File: src/rtl/hilo_muldiv_unit_pkg.sv
// Shared types for the HI/LO multiply/divide unit: op encoding, FSM states and op-class helpers.
package hilo_muldiv_unit_pkg;

  localparam int unsigned MULDIV_DIV_CYCLES = 32;

  typedef enum logic [3:0] {
    OpMult  = 4'd0,
    OpMultu = 4'd1,
    OpDiv   = 4'd2,
    OpDivu  = 4'd3,
    OpMadd  = 4'd4,
    OpMaddu = 4'd5,
    OpMsub  = 4'd6,
    OpMsubu = 4'd7,
    OpMthi  = 4'd8,
    OpMtlo  = 4'd9,
    OpMfhi  = 4'd10,
    OpMflo  = 4'd11,
    OpMul   = 4'd12
  } muldiv_op_t;

  typedef enum logic [1:0] {
    StIdle,
    StMulRun,
    StDivRun,
    StDone
  } muldiv_state_t;

  function automatic logic op_writes_hilo(input muldiv_op_t op);
    return !(op inside {OpMfhi, OpMflo, OpMul});
  endfunction

  function automatic logic op_is_div(input muldiv_op_t op);
    return op inside {OpDiv, OpDivu};
  endfunction

  function automatic logic op_is_signed(input muldiv_op_t op);
    return op inside {OpMult, OpDiv, OpMadd, OpMsub, OpMul};
  endfunction

endpackage

File: src/rtl/hilo_muldiv_unit_divider_iter.sv
// Iterative restoring unsigned divider: one quotient bit per cycle, done pulses after the last bit.
module hilo_muldiv_unit_divider_iter
  import hilo_muldiv_unit_pkg::*;
(
  input  logic        clk,
  input  logic        rst,
  input  logic        i_start,
  input  logic        i_abort,
  input  logic [31:0] i_dividend,
  input  logic [31:0] i_divisor,
  output logic        o_busy,
  output logic        o_done,
  output logic [31:0] o_quotient,
  output logic [31:0] o_remainder
);

  logic [31:0] r_quo;
  logic [31:0] r_rem;
  logic [31:0] r_dvs;
  logic [4:0]  r_cnt;
  logic        r_busy;
  logic        r_done;
  logic [32:0] w_shift;
  logic [32:0] w_diff;
  logic        w_ge;

  // A zero divisor always "fits", giving an all-ones quotient and the dividend as remainder.
  assign w_shift = {r_rem, r_quo[31]};
  assign w_ge    = (w_shift >= {1'b0, r_dvs});
  assign w_diff  = w_shift - {1'b0, r_dvs};

  always_ff @(posedge clk) begin
    if (rst || i_abort) begin
      r_busy <= 1'b0;
      r_done <= 1'b0;
      r_cnt  <= '0;
      r_quo  <= '0;
      r_rem  <= '0;
      r_dvs  <= '0;
    end else if (i_start) begin
      r_busy <= 1'b1;
      r_done <= 1'b0;
      r_cnt  <= '0;
      r_quo  <= i_dividend;
      r_rem  <= '0;
      r_dvs  <= i_divisor;
    end else if (r_busy) begin
      if (w_ge) begin
        r_rem <= w_diff[31:0];
        r_quo <= {r_quo[30:0], 1'b1};
      end else begin
        r_rem <= w_shift[31:0];
        r_quo <= {r_quo[30:0], 1'b0};
      end
      r_cnt <= r_cnt + 5'd1;
      if (r_cnt == 5'(MULDIV_DIV_CYCLES - 1)) begin
        r_busy <= 1'b0;
        r_done <= 1'b1;
      end
    end else begin
      r_done <= 1'b0;
    end
  end

  assign o_busy      = r_busy;
  assign o_done      = r_done;
  assign o_quotient  = r_quo;
  assign o_remainder = r_rem;

endmodule

File: src/rtl/hilo_muldiv_unit.sv
// Out-of-order multiply/divide unit producing speculative HI/LO values and MUL/MFHI/MFLO results.
module hilo_muldiv_unit
  import hilo_muldiv_unit_pkg::*;
#(
  parameter int unsigned TAG_WIDTH  = 5,
  parameter int unsigned MUL_STAGES = 2
) (
  input  logic                 clk,
  input  logic                 rst,
  input  logic                 i_flush,
  input  logic                 i_issue_valid,
  output logic                 o_issue_ready,
  input  logic [3:0]           i_issue_op,
  input  logic [TAG_WIDTH-1:0] i_issue_tag,
  input  logic [31:0]          i_issue_rs,
  input  logic [31:0]          i_issue_rt,
  input  logic                 i_hilo_ready,
  output logic                 o_hilo_lock,
  input  logic [63:0]          i_hilo_rdata,
  output logic                 o_hilo_wvalid,
  output logic [63:0]          o_hilo_wdata,
  output logic                 o_res_valid,
  input  logic                 i_res_ready,
  output logic [TAG_WIDTH-1:0] o_res_tag,
  output logic [31:0]          o_res_data
);

  muldiv_state_t        r_state, w_state_d;
  muldiv_op_t           w_issue_op, r_op;
  logic [TAG_WIDTH-1:0] r_tag;
  logic [63:0]          r_snap;
  logic [63:0]          r_wdata, w_wdata_d;
  logic [31:0]          r_res_data, w_res_d;
  logic [7:0]           r_cnt;
  logic                 r_first;
  logic                 r_q_neg, r_r_neg;
  logic                 w_accept, w_load, w_signed;
  logic [63:0]          w_a_ext, w_b_ext, w_prod, w_mul_acc;
  logic [63:0]          r_pipe [MUL_STAGES];
  logic                 w_a_neg, w_b_neg;
  logic [31:0]          w_a_mag, w_b_mag;
  logic                 w_div_start, w_div_abort, w_div_busy, w_div_done;
  logic [31:0]          w_div_quo, w_div_rem, w_quo_fix, w_rem_fix;

  assign w_issue_op = muldiv_op_t'(i_issue_op);

  assign o_issue_ready = (r_state == StIdle) & ~w_div_busy & ~i_flush &
                         (i_hilo_ready | (w_issue_op == OpMul));
  assign w_accept      = i_issue_valid & o_issue_ready & ~rst;
  assign o_hilo_lock   = w_accept & op_writes_hilo(w_issue_op);

  // The multiply starts on the issue operands so the pipe holds the product after MUL_STAGES.
  assign w_signed = op_is_signed(w_issue_op);
  assign w_a_ext  = {{32{w_signed & i_issue_rs[31]}}, i_issue_rs};
  assign w_b_ext  = {{32{w_signed & i_issue_rt[31]}}, i_issue_rt};
  assign w_prod   = w_a_ext * w_b_ext;

  always_ff @(posedge clk) begin
    r_pipe[0] <= w_prod;
    for (int i = 1; i < int'(MUL_STAGES); i++) begin
      r_pipe[i] <= r_pipe[i-1];
    end
  end

  always_comb begin
    case (r_op)
      OpMadd, OpMaddu: w_mul_acc = r_snap + r_pipe[MUL_STAGES-1];
      OpMsub, OpMsubu: w_mul_acc = r_snap - r_pipe[MUL_STAGES-1];
      default:         w_mul_acc = r_pipe[MUL_STAGES-1];
    endcase
  end

  assign w_a_neg     = (w_issue_op == OpDiv) & i_issue_rs[31];
  assign w_b_neg     = (w_issue_op == OpDiv) & i_issue_rt[31];
  assign w_a_mag     = w_a_neg ? (~i_issue_rs + 32'd1) : i_issue_rs;
  assign w_b_mag     = w_b_neg ? (~i_issue_rt + 32'd1) : i_issue_rt;
  assign w_div_start = w_accept & op_is_div(w_issue_op);
  assign w_div_abort = i_flush | rst;
  assign w_quo_fix   = r_q_neg ? (~w_div_quo + 32'd1) : w_div_quo;
  assign w_rem_fix   = r_r_neg ? (~w_div_rem + 32'd1) : w_div_rem;

  hilo_muldiv_unit_divider_iter u_divider (
    .clk         (clk),
    .rst         (rst),
    .i_start     (w_div_start),
    .i_abort     (w_div_abort),
    .i_dividend  (w_a_mag),
    .i_divisor   (w_b_mag),
    .o_busy      (w_div_busy),
    .o_done      (w_div_done),
    .o_quotient  (w_div_quo),
    .o_remainder (w_div_rem)
  );

  always_comb begin
    w_state_d = r_state;
    w_load    = 1'b0;
    w_wdata_d = r_wdata;
    w_res_d   = r_res_data;
    unique case (r_state)
      StIdle: begin
        if (w_accept) begin
          unique case (w_issue_op)
            OpMthi, OpMtlo, OpMfhi, OpMflo: begin
              w_state_d = StDone;
              w_load    = 1'b1;
              w_wdata_d = i_hilo_rdata;
              w_res_d   = 32'd0;
              if (w_issue_op == OpMthi) w_wdata_d = {i_issue_rs, i_hilo_rdata[31:0]};
              if (w_issue_op == OpMtlo) w_wdata_d = {i_hilo_rdata[63:32], i_issue_rs};
              if (w_issue_op == OpMfhi) w_res_d = i_hilo_rdata[63:32];
              if (w_issue_op == OpMflo) w_res_d = i_hilo_rdata[31:0];
            end
            OpDiv, OpDivu: w_state_d = StDivRun;
            default:       w_state_d = StMulRun;
          endcase
        end
      end
      StMulRun: begin
        if (r_cnt == 8'(MUL_STAGES - 1)) begin
          w_state_d = StDone;
          w_load    = 1'b1;
          w_wdata_d = w_mul_acc;
          w_res_d   = (r_op == OpMul) ? w_mul_acc[31:0] : 32'd0;
        end
      end
      StDivRun: begin
        if (w_div_done) begin
          w_state_d = StDone;
          w_load    = 1'b1;
          w_wdata_d = {w_rem_fix, w_quo_fix};
          w_res_d   = 32'd0;
        end
      end
      StDone: begin
        if (i_res_ready) w_state_d = StIdle;
      end
      default: w_state_d = StIdle;
    endcase
    if (i_flush) begin
      w_state_d = StIdle;
      w_load    = 1'b0;
    end
  end

  always_ff @(posedge clk) begin
    if (rst) begin
      r_state    <= StIdle;
      r_op       <= OpMult;
      r_tag      <= '0;
      r_snap     <= '0;
      r_wdata    <= '0;
      r_res_data <= '0;
      r_cnt      <= '0;
      r_first    <= 1'b0;
      r_q_neg    <= 1'b0;
      r_r_neg    <= 1'b0;
    end else begin
      r_state <= w_state_d;
      r_first <= w_load;
      if (w_accept) begin
        r_op    <= w_issue_op;
        r_tag   <= i_issue_tag;
        r_snap  <= i_hilo_rdata;
        r_cnt   <= '0;
        r_q_neg <= w_a_neg ^ w_b_neg;
        r_r_neg <= w_a_neg;
      end else if (r_state == StMulRun) begin
        r_cnt <= r_cnt + 8'd1;
      end
      if (w_load) begin
        r_wdata    <= w_wdata_d;
        r_res_data <= w_res_d;
      end
    end
  end

  // The write pulse is only the first DONE cycle, and a flush in that cycle suppresses it.
  assign o_hilo_wvalid = (r_state == StDone) & r_first & op_writes_hilo(r_op) & ~i_flush & ~rst;
  assign o_hilo_wdata  = r_wdata;
  assign o_res_valid   = (r_state == StDone);
  assign o_res_tag     = r_tag;
  assign o_res_data    = r_res_data;

endmodule

File: config.mk
export PLATFORM = sky130hd
export DESIGN_NAME = hilo_muldiv_unit
export DESIGN_NICKNAME = d
export VERILOG_FILES = /design/src/rtl/hilo_muldiv_unit_pkg.sv /design/src/rtl/hilo_muldiv_unit_divider_iter.sv /design/src/rtl/hilo_muldiv_unit.sv
export SDC_FILE = /design/constraint.sdc
export NUM_CORES = 2
export LEC_CHECK = 0
export BUFFER_PORTS_ARGS = -buffer_cell sky130_fd_sc_hd__buf_2
export CORE_AREA = 2 2 351 353
export CTS_CLUSTER_SIZE = 40
export DETAILED_ROUTE_END_ITERATION = 8
export DIE_AREA = 0 0 353 355
export PLACE_DENSITY = 0.73
export SLEW_MARGIN = 10
export SYNTH_ARGS = -nofsm -noshare
export SYNTH_HDL_FRONTEND = slang
export SYNTH_HIERARCHICAL = 1
export SYNTH_SLANG_ARGS = --single-unit
File: constraint.sdc
create_clock -name clk -period 22.5 [get_ports clk]
set_input_delay 2.25 -clock clk [delete_from_list [all_inputs] [get_ports clk]]
set_output_delay 2.25 -clock clk [all_outputs]
set_load 0.01 [all_outputs]
=== After elaboration in Yosys (flattened, before gate mapping) ===
Memory sizes are Yosys's and may differ from the RTL's.
Cells that the tools add are included.

* Flip-flop bits (word level): 285
* Bits in writable memories: 128
* Input port bits: 143
* Logic and storage cells: 139
* Memories: 1

* Add/subtract/negate cells: 9
* $mul: 1
* Order comparisons: 1
* Equal/unequal tests: 26
* Muxes and demuxes: 39
* Bitwise gates (word level): 25
* Reductions and logical operators: 21

{| class="wikitable"
|+ Memories
! name !! depth !! width !! read ports !! clocked after Yosys merged registers in !! write ports !! RTL line !! source
|-
| r_pipe || 2 || 64 || 2 || 0 || 2 || hilo_muldiv_unit.sv:39 || <nowiki>logic [63:0] r_pipe [MUL_STAGES];</nowiki>
|}

{| class="wikitable"
|+ Operators by type and width
! cell !! number
|-
| $mux 32 || 14
|-
| $mux 64 || 6
|-
| $pmux 64 s3 || 1
|-
| $add 32x1->32 const B || 4
|-
| $not 32->32 || 4
|-
| $pmux 64 s2 || 1
|-
| $pmux 32 s3 || 1
|-
| $add 64x64->64 || 1
|-
| $mul 33x33->64 || 1
|-
| $sub 64x64->64 || 1
|-
| $ge 33x32->1 || 1
|-
| $eq 4x4->1 const B || 8
|-
| $sub 32x32->32 || 1
|-
| $eq 4x3->1 const B || 6
|-
| $and 1x1->1 || 15
|-
| $reduce_or 2->1 || 6
|-
| $mux 1 || 9
|-
| $reduce_bool 3->1 || 3
|-
| $add 8x1->8 const B || 1
|-
| $eq 4x2->1 const B || 2
|-
| $eq 8x1->1 const B || 1
|-
| $mux 2 || 4
|-
| $pmux 2 s4 || 1
|-
| $ne 2x1->1 const B || 3
|-
| 20 further kinds || 27
|}

=== Longest topological paths before layout ===
* Depth after elaboration: 10
* Gate-level depth with buffers: 33
* Gate-level depth less buffers: 30

=== Hierarchy ===
The synthesis kept the hierarchy.

{| class="wikitable"
|+ Modules (own cells, without submodules)
! module !! times used !! cells an instance !! area an instance (um^2) !! seq. area each (um^2)
|-
| hilo_muldiv_unit || 1 || 6,760 || 57,667.8 || 6,206.0
|-
| hilo_muldiv_unit_divider_iter || 1 || 750 || 6,226.0 || 2,062.0
|}

=== Least setup slack after synthesis ===
No wires, ideal clock.

* Path type: input to register
* Start: input port i_issue_op[3]
* End: memory r_pipe[0][61]
* Library setup time: 0.106 ns
* Arrival time: 10.206 ns
* Required time: 22.394 ns
* Setup slack: 12.188 ns
* Stages: 29
* Path through: clkbuf_1 > a21oi_1 > clkbuf_1 > and2_1 > clkbuf_1 > nand2_1 > inv_1 > fa_1 > fa_1 > fa_1 > fa_1 > inv_1 > fa_1 > inv_1 > fa_1 > inv_1 > fa_1 > fa_1 > inv_1 > ha_1 > a21o_1 > a21oi_1 > o21ai_0 > a21o_1 > a21oi_1 > o21ai_0 > or3_1 > o21a_1 > o311ai_0

{| class="wikitable"
|+ RTL lines
! item !! RTL line !! source
|-
| start, declared || hilo_muldiv_unit.sv:13 || <nowiki>input logic [3:0] i_issue_op,</nowiki>
|-
| end, declared || hilo_muldiv_unit.sv:39 ||
|}

==> results.yml <==
status:
  status: "completed"
clock_tree:
  clk_pin_slew_worst_paths_ps: 70
  cts_setup_buffers: 0
  htree_levels: 2
  cts_resized: 0
  numCtsBuffers: 40
  cts_tree: "yes"
  cts_num_sinks: 413
  clk_latency_ps: 610
  clk_root_buffer_cell: "clkbuf_16"
  cts_hold_buf: 0
  clockBufferDepth: 3
floorplanning:
  num_rows: 128
  start_util_pct: 52.63
  die_h_um: 355
  chipWidth_um: 353
  core_mm2: 0.1214
  io_pins: 248
  dieArea_mm2: 0.1253
route:
  drtPass1Iterations: 6
  via_per_inst: 5.936
  wl_per_cell_um: 23.89
  vias: 53813
  drc_errors: 0
  ant_nets: 0
  drt-total-wl_um: 216500
  drt-initial-drc-count: 5449
global_routing:
  grt_remaining_overflow: 0
  track_usage_pct: 34.53
  grt_antenna_before_repair: 31
  grt_pass1_vias: 55022
  grtUsageMet2_pct: 54.52
  use_met3_pct: 7.585
  grt_pass1_wl_um: 331800
  top_usage_layer: "met2"
  grt_max_degree: 93
  use_met1_pct: 46.45
synthesis:
  synth.most_common_cell: "inv_1"
  synthArstFlopShare_pct: 0
  syn_avg_cell_area_um2: 8.508
  synthTopCellsByCount: "inv_1, nand2_1, fa_1"
  yosys.area_share.simple_pct: 16.17
  synthesis.area_mm2: 0.06389
  synthTopCellsByArea: "fa_1, dfxtp_1, inv_1"
  synth_top_family_by_area: "adder cells"
  synthCells: 7510
  synth-edff-count: 0
  synthMuxAreaShare_pct: 2.146
  synth_top_area_share_pct: 35.31
  yosys.area_share.xor_xnor_pct: 4.768
  synth_warnings: 6
  synth_fp_nets: 9101
  ys_ff_latch: 413
  synth_fa_ha_area_share_pct: 41.60
  ys_seq_area_share_pct: 12.94
  yosysTopAreaCell: "fa_1"
  synth_cell_types: 104
  synth_compound_area_share_pct: 12.20
  ys.flop_type: "dfxtp_1"
run:
  cap_violations: 0
layout:
  final_nets: 8995
  drive_above_1_share_pct: 6.807
  fillers: 11057
  final_area_mm2: 0.06749
  seq_area_mm2: 0.008272
  multiInputGateArea_mm2: 0.04921
  syn_to_final_growth_pct: 5.634
worst_setup_path:
  critPathSlowestCell: "fa_1"
  cpMostUsedCell: "fa_1"
  critPathKind: "primary input to flip-flop"
  cp.required_ps: 22990
  crit_path_max_incr_delay_ps: 910
  cp-start-kind: "primary input"
  cp-end-kind: "flip-flop"
  worstPathArrival_ps: 11500
  crit_path_max_fanout: 21
placement:
  io_buffers: 247
  pre_cts_ws_ps: 10970
  place_hpwl_um: 164900
  placed_cell_area_mm2: 0.06606
  gp_congestion: 0.9898
timing:
  setup_ws_ps: 11490
  rsz0062_at_grt: "false"
  tightest_slew_ps: 1227
  finalClockSkew_ps: 32.09
  period_share_pct: 48.95
  setup_tns_ps: 0
  finalSetupViolCount: 0
  drv_slew: 0
  fmax_mhz: 90.79
  timing.max_slew.rel_slack_pct: 18.21
  min_period_ps: 11010
  hold_violations: 0
min_path:
  hold_path.class: "flip-flop to flip-flop"
[worst paths after layout]
check	end	cells past startpoint	slack [ps]	startpoint
setup / recovery	r_pipe[0][61]	31	11490	i_issue_op[1]
hold / removal	r_pipe[0][97]	0	310	r_pipe[0][33]
setup reg to reg	o_hilo_wdata[54]	19	16010	r_pipe[0][66]
hold reg to reg	r_pipe[0][97]	0	310	r_pipe[0][33]
[registers in the layout, indices dropped and copies added, names as in the netlist]
signal,count
u_divider/o_remainder,32
r_op,4
o_res_data,32
r_r_neg,1
r_pipe,128
r_state,2
u_divider/o_busy,1
r_q_neg,1
r_cnt,8
u_divider/r_cnt,5
u_divider/r_dvs,32
u_divider/o_done,1
o_hilo_wdata,64
r_snap,64
u_divider/o_quotient,32
o_res_tag,5
r_first,1
[cell usage in the layout (no fill, tap or decap), types with 23 or more instances in the layout]
master	n
inv_1	1226
nand2_1	1166
fa_1	1127
dfxtp_1	412
a21oi_1	366
nor2_1	359
ha_1	318
and2_1	298
buf_2	246
o21ai_0	239
xnor2_1	217
xor2_1	129
mux2i_1	128
buf_4	95
a21o_1	86
and3_1	53
nand4_1	51
nor3_1	51
a211oi_1	49
nand3_1	48
nor2b_1	45
o31ai_1	45
a221oi_1	40
clkbuf_16	40
o21bai_1	36
a22oi_1	36
a31oi_1	32
o211ai_1	27
or3_1	23
nor4_1	23
[critical path: cells and delay by family]
family	cells	cell delay, ps
and+or+nand+nor	4	1330
buffers and inverters	9	1520
AOI/OAI and AO/OA	9	1730
adders and majority gates	9	4670
[through the flow]
step           cells  hold slack [ps]  utilization (%)
2_1_floorplan   7510            309.6                -
3_3_place_gp    8987            310.2            54.42
3_5_place_dp    8987            312.1            54.42
4_1_cts         9058            302.8            55.58
5_1_grt         9061            319.6            55.59
6_report        9066            312.3            55.60
[cells by family (layout without fill, tap and decap cells)]
group | Yosys count | count (layout)
adder cells (fa/ha/maj) | 1448 | 1448
multiplexers | 136 | 136
XOR/XNOR | 347 | 347
AO/OA/AOI/OAI | 1198 | 1198
buffers and inverters | 1716 | 1639
other | 0 | 8
AND/OR/NAND/NOR | 2252 | 2252
flip-flops | 413 | 413
[final cells by class]
cell class | count | area share [%]
tap | 1625 | 3.012
clock inverter | 27 | 0.5580
inverter | 1227 | 6.824
multi-input combinational | 5381 | 72.90
sequential | 413 | 12.26
antenna | 8 | 0.02966
clock buffer | 44 | 1.535
timing repair buffer | 341 | 2.881
[layer usage]
layer	share of wire, %	wire length [um]
met4	4.4	9575
met5	0.074	161
met1	40	86870
met2	44	96250
met3	11	23690
Power is not shown: default switching activity piles up to over one toggle a cycle in this logic, so the estimate is an artifact.
